--- config.mk ---
export PLATFORM = sky130hd
export DESIGN_NAME = shift_reg_seq_ctrl
export DESIGN_NICKNAME = d
export VERILOG_FILES = /design/src/rtl/shift_reg_seq_ctrl_pkg.sv /design/src/rtl/shift_reg_seq_ctrl.sv
export SDC_FILE = /design/constraint.sdc
export NUM_CORES = 1
export LEC_CHECK = 0
export ABC_AREA = 1
export CORE_MARGIN = 2
export CORE_UTILIZATION = 52
export CTS_CLUSTER_SIZE = 10
export DETAILED_ROUTE_END_ITERATION = 8
export PLACE_DENSITY = 0.77
export SYNTH_ARGS = -nofsm -noshare
export SYNTH_HDL_FRONTEND = slang
export SYNTH_SLANG_ARGS = --single-unit
--- constraint.sdc ---
create_clock -name clk -period 1.81 [get_ports clk]
set_input_delay 0.362 -clock clk [delete_from_list [all_inputs] [get_ports clk]]
set_output_delay 0.362 -clock clk [all_outputs]
set_load 0.005 [all_outputs]
--- src/rtl/shift_reg_seq_ctrl_pkg.sv ---
// shift_reg_seq_ctrl_pkg: shared state encoding and default sizes for the serial chain sequencer
package shift_reg_seq_ctrl_pkg;
  typedef enum logic [1:0] {
    ST_IDLE  = 2'd0,
    ST_SHIFT = 2'd1,
    ST_DONE  = 2'd2
  } state_t;
  localparam int DEF_WIDTH = 8;
  localparam int DEF_DEPTH = 4;
endpackage

--- src/rtl/shift_reg_seq_ctrl.sv ---
// shift_reg_seq_ctrl: shifts a parallel word MSB-first through a serial chain and checks the returned word
module shift_reg_seq_ctrl
  import shift_reg_seq_ctrl_pkg::*;
#(
  parameter int WIDTH = DEF_WIDTH,
  parameter int DEPTH = DEF_DEPTH
) (
  input  logic             clk,
  input  logic             reset,
  input  logic             start_valid,
  output logic             start_ready,
  input  logic [WIDTH-1:0] tx_data,
  output logic             sr_d,
  input  logic             sr_q,
  output logic             busy,
  output logic             done,
  output logic [WIDTH-1:0] rx_data,
  output logic             mismatch
);
  localparam int CNT_W = $clog2(WIDTH + DEPTH + 1);
  state_t           r_state, w_next;
  logic [CNT_W-1:0] r_t;
  logic [WIDTH-1:0] r_shadow, r_cmp, r_cap, r_rx, w_cap_next;
  logic             r_mis, w_accept, w_last, w_tx_phase, w_rx_phase;
  assign w_accept   = (r_state == ST_IDLE) && start_valid;
  assign w_last     = r_t == CNT_W'(WIDTH + DEPTH - 1);
  assign w_tx_phase = r_t < CNT_W'(WIDTH);
  assign w_rx_phase = r_t >= CNT_W'(DEPTH);
  assign w_cap_next = WIDTH'({r_cap, sr_q});
  assign rx_data    = r_rx;
  assign mismatch   = r_mis;
  // state register
  always_ff @(posedge clk or negedge reset)
    if (!reset) r_state <= ST_IDLE;
    else r_state <= w_next;
  // next state: accept in IDLE, leave SHIFT after the last capture, DONE lasts one cycle
  always_comb
    w_next = (r_state == ST_IDLE)  ? (start_valid ? ST_SHIFT : ST_IDLE) :
             (r_state == ST_SHIFT) ? (w_last ? ST_DONE : ST_SHIFT) : ST_IDLE;
  // outputs decoded from registers only, so sr_d has no path from any input
  always_comb begin
    start_ready = r_state == ST_IDLE;
    busy        = (r_state == ST_SHIFT) || (r_state == ST_DONE);
    done        = r_state == ST_DONE;
    sr_d        = (r_state == ST_SHIFT) && w_tx_phase && r_shadow[WIDTH-1];
  end
  // datapath: sequence counter, transmit shadow, compare copy, capture and result registers
  always_ff @(posedge clk or negedge reset)
    if (!reset) begin
      r_t      <= '0;
      r_shadow <= '0;
      r_cmp    <= '0;
      r_cap    <= '0;
      r_rx     <= '0;
      r_mis    <= 1'b0;
    end else if (w_accept) begin
      r_t      <= '0;
      r_shadow <= tx_data;
      r_cmp    <= tx_data;
    end else if (r_state == ST_SHIFT) begin
      r_t <= r_t + 1'b1;
      if (w_tx_phase) r_shadow <= r_shadow << 1;
      if (w_rx_phase) r_cap <= w_cap_next;
      if (w_last) begin
        r_rx  <= w_cap_next;
        r_mis <= w_cap_next != r_cmp;
      end
    end
endmodule

==> reports/qor.yml, run 1 <==
vdd_drop_max_v: 0.000736
port_buffers: 24
drt-total-wl_um: 3560
fmax_ghz: 0.577
r2r_slack_ns: 0.20
clock_sinks: 38
seq_area_frac_synth_pct: 54.8
area_growth_pct: 22.5
synth_largest_area_cell: "dfrtp_1"
ctsLongestPathBuffers: 2
use_met2_pct: 35.9
num-fill-cells: 258
slew_violations: 0
worstHoldPathType: "in -> async"
cts_buffers: 5
gr-usage-met1_pct: 23.7
setup_tns_ns: 0
setup_viol: 0
crit_fanout: 3
worstMarginPinSlew_ns: 0.484
max_slew_margin_pct: 67.7
first_iter_violations: 58
maxCapViolations: 0
grtUsageMet3_pct: 4.55
final_layout_size_suffix_gt1_share_pct: 10.0
ys_top_cells_by_area: "dfrtp_1, nand2_1, inv_1"
yosys_warnings: 0
syn_inst: 204
worstSetupStartpointType: "flip-flop"
reg2reg_to: "rx_data[1]$_DFFE_PN0P_"
fp.coreArea_um2: 3100
syn_avg_cell_area_um2: 8.51
p_leak_uw: 0.00104
worstPathRequired_ns: 1.45
netlist.area_leader.share_pct: 54.8
grt_start_max_net_pins: 39
hold_violations: 0
period_share_pct: 95.8
avgViaCountPerCell: 5.05
clkLatencyLatePin_ns: 0.35
period_minus_slack_ns: 1.73
utilization_pct: 68.5
initial_utilization_pct: 56.0
hpwl_um: 2600
first_global_vias: 1362
grt_antenna_before_repair: 0
cp-end-kind: "output pin"
synth_nets: 222
status: "complete, no violations"
ys_ff_latch: 38
cts_tree: "done"
root_buffer: "clkbuf_4"
critPathLaunch: "r_state[1]$_DFF_PN0_"
htreeDepth: 2
grt.total_usage_pct: 20.8
die_height_um: 61.8
rows: 20
power.density_nw_per_um2: 1610
vias: 1429
nNetsFinal: 256
num_antenna_cells: 0
busiest_layer: "met2"
wire_per_inst_um: 12.6
criticalPathCategory: "reg -> out"
io_pins: 25
rr_worst_depth: 9
dr.pass1.iters: 4
path_clk_slew_ns: 0.10
grt_overflow: 0
cp_data_arrival_time_ns: 1.37
drt.antenna.violating_nets: 0
die-area_um2: 3820
drc: 0
ys_types: 23
r2r_start: "r_state[1]$_DFF_PN0_"
grt_pass1_wl_um: 5610
synthesis.area_um2: 1740
finClkSkew_ns: 0.00417
place.gp.congestion: 0.860
dieWidth_um: 61.8
area by class of cell:
cell class / instances / area, µm² / area share, %
Sequential cell: 38 / 951 / 44.7
Multi-Input combinational cell: 137 / 677 / 31.8
Clock inverter: 1 / 5.00 / 0.235
Clock buffer: 7 / 55.1 / 2.59
Tap cell: 44 / 55.1 / 2.59
Inverter: 24 / 90.1 / 4.24
Timing Repair Buffer: 32 / 294 / 13.8
critical path, cell delays in order (launching register included):
cell and delay (ns):
dfrtp_1 0.36, inv_1 0.06, buf_4 0.14, ha_1 0.27, clkdlybuf4s15_1 0.21
worst max path at each step:
stage	to	slack, ns	cells past startpoint
5_1_grt	busy	-0.0006	4
6_report	busy	0.08	4
3_3_place_gp	sr_d	0.16	5
3_5_place_dp	sr_d	0.08	5
4_1_cts	busy	0.0009	4
2_1_floorplan	rx_data[6]$_DFFE_PN0P_	0.41	9
per-layer routing:
layer  vias up  wire, µm
li1        711         -
met1       685      1610
met2        30      1800
met3         3       109
met4         0        46
met5         -         0
report_power, final:
part | internal [µW] | switching, µW
clock | 188 | 266
combinational | 660 | 827
sequential | 1250 | 241
layout by cell type, fill, tap and decap left out, drive strengths merged:
| cell type | Yosys | final |
|---|---|---|
| nand2 | 66 | 66 |
| a31oi | 6 | 6 |
| clkbuf | 2 | 7 |
| o22ai | 1 | 1 |
| nand3 | 5 | 5 |
| dfrtp | 38 | 38 |
| nor2 | 17 | 17 |
| clkdlybuf4s50 | 0 | 20 |
| dlygate4sd2 | 0 | 1 |
| xor2 | 4 | 4 |
| ha | 6 | 6 |
| clkdlybuf4s15 | 0 | 2 |
| o211ai | 1 | 1 |
| nor3 | 3 | 3 |
| o21ai | 25 | 25 |
| a21oi | 3 | 3 |
| clkinv | 1 | 2 |
| inv | 23 | 23 |
| buf | 3 | 9 |
synthesized netlist by cell type, drive strengths merged:
master / count
inv: 23
nor3: 3
a31oi: 6
ha: 6
a21oi: 3
dfrtp: 38
buf: 3
clkinv: 1
o22ai: 1
xor2: 4
nand2: 66
nand3: 5
clkbuf: 2
nor2: 17
o211ai: 1
o21ai: 25
registers in the layout (all words and copies together), names as in the netlist:
| register | flops |
|---|---|
| r_cmp | 8 |
| r_shadow | 8 |
| rx_data | 8 |
| r_cap | 7 |
| r_t | 4 |
| r_state | 2 |
| mismatch | 1 |
metrics by stage:
stage / area (µm²) / hold WS (ns) / setup WS [ns] / total power (µW) / instances
detailed placement: 2040 / 0.480 / 0.0819 / 2970 / 272
floorplan: 1740 / 0.0664 / 0.407 / 2380 / 204
global route: 2130 / 0.456 / -0.000582 / 3710 / 283
CTS: 2110 / 0.427 / 0.000874 / 3430 / 282
finish: 2130 / 0.432 / 0.0763 / 3430 / 283
global placement: 2040 / 0.474 / 0.156 / 2860 / 272
what timing repair did:
item	in CTS	in global routing
setup buffers	2	1
endpoints found under the setup margin	4	6
gates cloned	0	0
gates resized for setup	10	3
hold buffers	0	0
cell families after synthesis:
kind of cell / after synthesis / share of synthesized area [%]
buffers and inverters: 29 / 6.84
xor gates and xnor gates: 4 / 2.02
adders and majority gates: 6 / 4.32
AOI/OAI and AO/OA: 36 / 11.2
and+or+nand+nor: 91 / 20.8
DFF: 38 / 54.8
Power figures use the tool's default switching activity.
==> run 2, diff against run 1 <==
==> constraint.sdc (replaced) <==
create_clock -name clk -period 1.81 [get_ports clk]
set_input_delay 0.2715 -clock clk [delete_from_list [all_inputs] [get_ports clk]]
set_output_delay 0.2715 -clock clk [all_outputs]
set_load 0.005 [all_outputs]
==> run 2 against run 1 <==
Effect of this change: via count fell by 2.7%; setup slack lost 0.026 ns; maximum frequency is 1.5% lower; sequential cell count stayed put; critical path type unchanged.
==> reports/qor.yml, run 2 (synthesized netlist as in run 1, its figures left out) <==
status: "complete, no violations"
avgViaCountPerCell: 5.00  # -0.98%
crit_chain: "buf_4 > ha_1 > clkdlybuf4s50_1"
worstMarginPinSlew_ns: 0.889  # +0.405 ns
io_pins: 25  # unchanged
max_slew_margin_pct: 40.5  # -27 points
fmax_ghz: 0.568  # -1.5%
dr.pass1.iters: 4  # unchanged
wire_per_inst_um: 13.1  # +3.8%
cts_hold_buf: 0  # unchanged
slew_violations: 0  # unchanged
maxCapViolations: 0  # unchanged
dr_wl_met3_um: 152  # +39%
clkLatencyLatePin_ns: 0.35  # about the same
final_common_cell: "nand2_1"
r2r_start: "r_state[0]$_DFF_PN0_"
crit_slowest_cell: "clkdlybuf4s50_1"
final_layout_size_suffix_gt1_share_pct: 8.55  # -1.5 points
period_minus_slack_ns: 1.76  # +0.0256 ns
ctsLongestPathBuffers: 2  # unchanged
drc: 0  # unchanged
drt-met1-wl_um: 1640  # +1.9%
grt_overflow: 0  # unchanged
first_global_vias: 1361  # -0.073%
worstSetupStartpointType: "flip-flop"
wl_met2_um: 1760  # -2.1%
die-area_um2: 3820  # unchanged
grt_setup_unrepaired: "true"
path_clk_slew_ns: 0.11  # about the same
power.density_nw_per_um2: 1680  # +4.2%
place.gp.congestion: 0.812  # -5.6%
num_antenna_cells: 0  # unchanged
cp_data_arrival_time_ns: 1.49  # +0.12 ns
setup_tns_ns: 0  # unchanged
cts_tree: "done"
cts_buffers: 5  # unchanged
port_buffers: 24  # unchanged
final_cell_mix: "nand2_1, dfrtp_1, clkdlybuf4s50_1, inv_1"
nNetsFinal: 252  # -1.6%
dieWidth_um: 61.8  # unchanged
worstHoldPathType: "in -> async"
grt_pass1_wl_um: 5900  # +5.2%
setup_viol: 0  # unchanged
drt-total-wl_um: 3630  # +1.9%
initial_utilization_pct: 56.0  # unchanged
cp-end-kind: "output pin"
whs_ns: 0.333  # -0.0988 ns
grt_antenna_before_repair: 0  # unchanged
first_iter_violations: 55  # -5.2%
grt_start_max_net_pins: 39  # unchanged
crit_fanout: 2  # -1
hpwl_um: 2700  # +4.2%
htreeDepth: 2  # unchanged
area_growth_pct: 22.1
grt.total_usage_pct: 21.7  # +0.85 points
worstPathRequired_ns: 1.54  # +0.09 ns
drt.antenna.violating_nets: 0  # unchanged
criticalPathCategory: "reg -> out"
cp_slowest_stage_delay_ns: 0.44  # +0.08 ns
utilization_pct: 68.3  # -0.20 points
die_height_um: 61.8  # unchanged
rows: 20  # unchanged
p_leak_uw: 0.00104  # -0.26%
vias: 1390  # -2.7%
root_buffer: "clkbuf_4"
top_layer_used: "met4"
vdd_drop_max_v: 0.000684  # -7.0%
clock_sinks: 38  # unchanged
critPathLaunch: "r_state[1]$_DFF_PN0_"
finClkSkew_ns: 0.00724  # +0.00307 ns
period_share_pct: 97.2  # +1.4 points
hold_violations: 0  # unchanged
fp.coreArea_um2: 3100  # unchanged
==> run 2: critical path: cells and delay by family, from the launching register on <==
| family | cells | cell delay [ns] |
|---|---|---|
| flip-flops | 1 | 0.41 |
| adder cells (fa/ha/maj) | 1 | 0.16 |
| buffers and inverters | 2 | 0.58 |
==> run 2: power by group <==
part | switching [µW] | internal, µW
clock | 276 | 322
combinational | 807 | 639
sequential | 272 | 1250
total | 1350 | 2210
==> run 2: path summary, 6_finish.rpt <==
path / slack [ns] / cells after the start / endpoint
worst max-delay path: 0.05 / 3 / done
worst max register to register: 0.15 / 6 / r_cap[2]$_DFFE_PN0P_
worst min-delay path: 0.33 / 2 / rx_data[4]$_DFFE_PN0P_
worst min register to register: 0.50 / 2 / rx_data[6]$_DFFE_PN0P_
min in group clk: 0.50 / 3 / r_cmp[0]$_DFFE_PN0P_
max in group asynchronous: 1.15 / 2 / r_shadow[5]$_DFFE_PN0P_
==> run 2: repair_timing <==
item                       in CTS  in global routing
setup buffers                   1                  1
pin swaps                       0                  0
gates resized for setup         5                  4
setup endpoints to repair       4                  3
==> run 2: layout make-up <==
type | instances | area [µm²]
clock buffer | 6 | 51.3
sequential | 38 | 951
clock inverter | 1 | 30.0
timing repair buffer | 28 | 267
inverter | 24 | 90.1
fill | 279 | 982
multi-input combinational | 137 | 677
tap | 44 | 55.1
==> run 2: stage by stage <==
stage	setup slack (ns)	area (µm²)	instances	power (µW)
after floorplan	0.407	1740	204	2380
final	0.0507	2120	278	3560
after CTS	0.00272	2110	277	3560
after global placement	0.192	2020	269	2840
after detailed placement	0.0886	2020	269	2960
after global routing	-0.0229	2120	278	3860
==> run 2: routing by layer <==
layer	up-vias	track usage, %
met5	-	0
met4	0	10.0
met3	8	6.21
met2	34	36.5
met1	646	25.6
li1	702	-
==> run 3, diff against run 2 <==
--- a/config.mk
+++ b/config.mk
@@ -10,7 +10,8 @@
 export CORE_UTILIZATION = 52
 export CTS_CLUSTER_SIZE = 10
 export DETAILED_ROUTE_END_ITERATION = 8
-export PLACE_DENSITY = 0.77
+export DONT_BUFFER_PORTS = 1
+export PLACE_DENSITY = 0.67
 export SYNTH_ARGS = -nofsm -noshare
 export SYNTH_HDL_FRONTEND = slang
 export SYNTH_SLANG_ARGS = --single-unit
==> run 3 against run 2 <==
Effect of this change: power decreased by 14%; sequential cell count unchanged; clock power decreased by 33%; first-iteration DRC count decreased by 7.3%; largest cell class unchanged; largest power group unchanged.
==> reports/qor.yml, run 3 (synthesized netlist as in run 1, its figures left out) <==
cp_data_arrival_time_ns: 1.33  # -0.16 ns
slew_violations: 0  # unchanged
r2r_start: "r_state[0]$_DFF_PN0_"
fin_area_um2: 1860  # -12%
clock_sinks: 38  # unchanged
period_minus_slack_ns: 1.60  # -0.159 ns
place_area_um2: 1770  # -12%
max_slew_margin_pct: 75.1  # +35 points
grt_start_max_net_pins: 39  # unchanged
worstMarginPinSlew_ns: 0.372  # -0.518 ns
p_leak_uw: 0.000925  # -11%
grt_pass1_wl_um: 5280  # -11%
finClkSkew_ns: 0.00784  # +0.000600 ns
dieWidth_um: 61.8  # unchanged
clkLatencyLatePin_ns: 0.33  # -0.02 ns
drc: 0  # unchanged
cp_common_cell: "inv_1"
die_height_um: 61.8  # unchanged
reg2reg_to: "rx_data[1]$_DFFE_PN0P_"
final_cell_mix: "nand2_1, dfrtp_1, inv_1, o21ai_0, nor2_1"
setup_tns_ns: 0  # unchanged
final_layout_size_suffix_gt1_share_pct: 7.14  # -1.4 points
die-area_um2: 3820  # unchanged
hp-start: "tx_data[5]"
r2r_slack_ns: 0.24  # +0.09 ns
first_iter_violations: 51  # -7.3%
crit_chain: "inv_1 > ha_1 > inv_1 > nor3_1"
grt.total_usage_pct: 19.0  # -2.6 points
path_delay_family: "flip-flops"
crit_slowest_cell: "dfrtp_1"
ctsLongestPathBuffers: 2  # unchanged
crit_buf_inv: 2  # unchanged
grt_overflow: 0  # unchanged
min_to: "r_cmp[5]$_DFFE_PN0P_"
power.density_nw_per_um2: 1640  # -2.2%
num-fill-cells: 302  # +8.2%
num_antenna_cells: 0  # unchanged
final_common_cell: "nand2_1"
hold_violations: 0  # unchanged
hpwl_um: 2310  # -14%
cp_slowest_stage_delay_ns: 0.39  # -0.05 ns
wire_per_inst_um: 12.4  # -4.9%
cts_tree: "done"
port_buffers: 0  # -100%
criticalPathCategory: "reg -> out"
io_pins: 25  # unchanged
initial_utilization_pct: 56.0  # unchanged
worstPathRequired_ns: 1.54  # about the same
status: "complete, no violations"
dr.pass1.iters: 4  # unchanged
drt.antenna.violating_nets: 0  # unchanged
setup_viol: 0  # unchanged
period_share_pct: 88.4  # -8.8 points
rr_worst_depth: 8  # +2
crit_fanout: 4  # +2
worstSetupStartpointType: "flip-flop"
path_clk_slew_ns: 0.11  # about the same
place.gp.congestion: 0.775  # -4.5%
cts_buffers: 5  # unchanged
vias: 1291  # -7.1%
maxCapViolations: 0  # unchanged
min_path_cells: 2
cp-end-kind: "output pin"
nNetsFinal: 228  # -9.5%
root_buffer: "clkbuf_4"
avgViaCountPerCell: 5.08  # +1.7%
rows: 20  # unchanged
first_global_vias: 1257  # -7.6%
grt_setup_unrepaired: "false"
fmax_ghz: 0.625  # +9.9%
drt-total-wl_um: 3160  # -13%
vdd_drop_max_v: 0.000699  # +2.2%
area_growth_pct: 7.28
grt_antenna_before_repair: 0  # unchanged
worstHoldPathType: "in -> reg"
fp.coreArea_um2: 3100  # unchanged
htreeDepth: 2  # unchanged
[run 3: final cells by class]
| cell class | count | area (µm²) | area share, % |
|---|---|---|---|
| Clock inverter | 2 | 10.0 | 0.537 |
| Timing Repair Buffer | 4 | 45.0 | 2.42 |
| Clock buffer | 5 | 37.5 | 2.01 |
| Inverter | 24 | 90.1 | 4.84 |
| Sequential cell | 38 | 951 | 51.0 |
| Multi-Input combinational cell | 137 | 674 | 36.2 |
| Tap cell | 44 | 55.1 | 2.95 |
[run 3: through the flow]
stage	utilization, %	hold WS [ns]	power, µW	setup slack [ns]	cells
2_1_floorplan	-	-0.0241	2380	0.407	204
3_3_place_gp	57.1	-0.0233	2570	0.209	244
3_5_place_dp	57.1	-0.0233	2640	0.178	244
4_1_cts	59.6	0.0304	3060	0.150	253
5_1_grt	60.0	0.0421	3380	0.0820	254
6_report	60.0	0.0446	3060	0.210	254
[run 3: worst max path at each step]
| stage | startpoint | endpoint | slack (ns) | depth (start not counted) |
|---|---|---|---|---|
| global route | r_state[0]$_DFF_PN0_ | rx_data[1]$_DFFE_PN0P_ | 0.08 | 8 |
| detailed placement | r_state[0]$_DFF_PN0_ | r_cap[0]$_DFFE_PN0P_ | 0.18 | 6 |
| finish | r_state[1]$_DFF_PN0_ | sr_d | 0.21 | 4 |
| global placement | r_state[0]$_DFF_PN0_ | r_cap[1]$_DFFE_PN0P_ | 0.21 | 6 |
| floorplan | r_state[0]$_DFF_PN0_ | rx_data[6]$_DFFE_PN0P_ | 0.41 | 9 |
| CTS | r_state[0]$_DFF_PN0_ | r_cap[1]$_DFFE_PN0P_ | 0.15 | 5 |
[run 3: report_power, final]
| group | switching [µW] | internal (µW) | total, µW |
|---|---|---|---|
| registers | 277 | 1250 | 1520 |
| clock network | 261 | 140 | 401 |
| logic | 702 | 435 | 1140 |
[run 3: timing repair]
action | 4_1_cts | 5_1_grt
hold buffers | 2 | 0
setup buffers | 0 | 1
endpoints found under the hold margin | 38 | 0
gates resized for setup | 0 | 1
setup endpoints to repair | 0 | 4
[run 3: per-layer routing]
layer / global-route usage, % / up-vias / routed length (µm)
met5: 0 / - / 0
met4: 8.21 / 0 / 49
met2: 32.2 / 29 / 1440
met3: 5.18 / 5 / 181
met1: 22.9 / 603 / 1480
li1: - / 654 / -
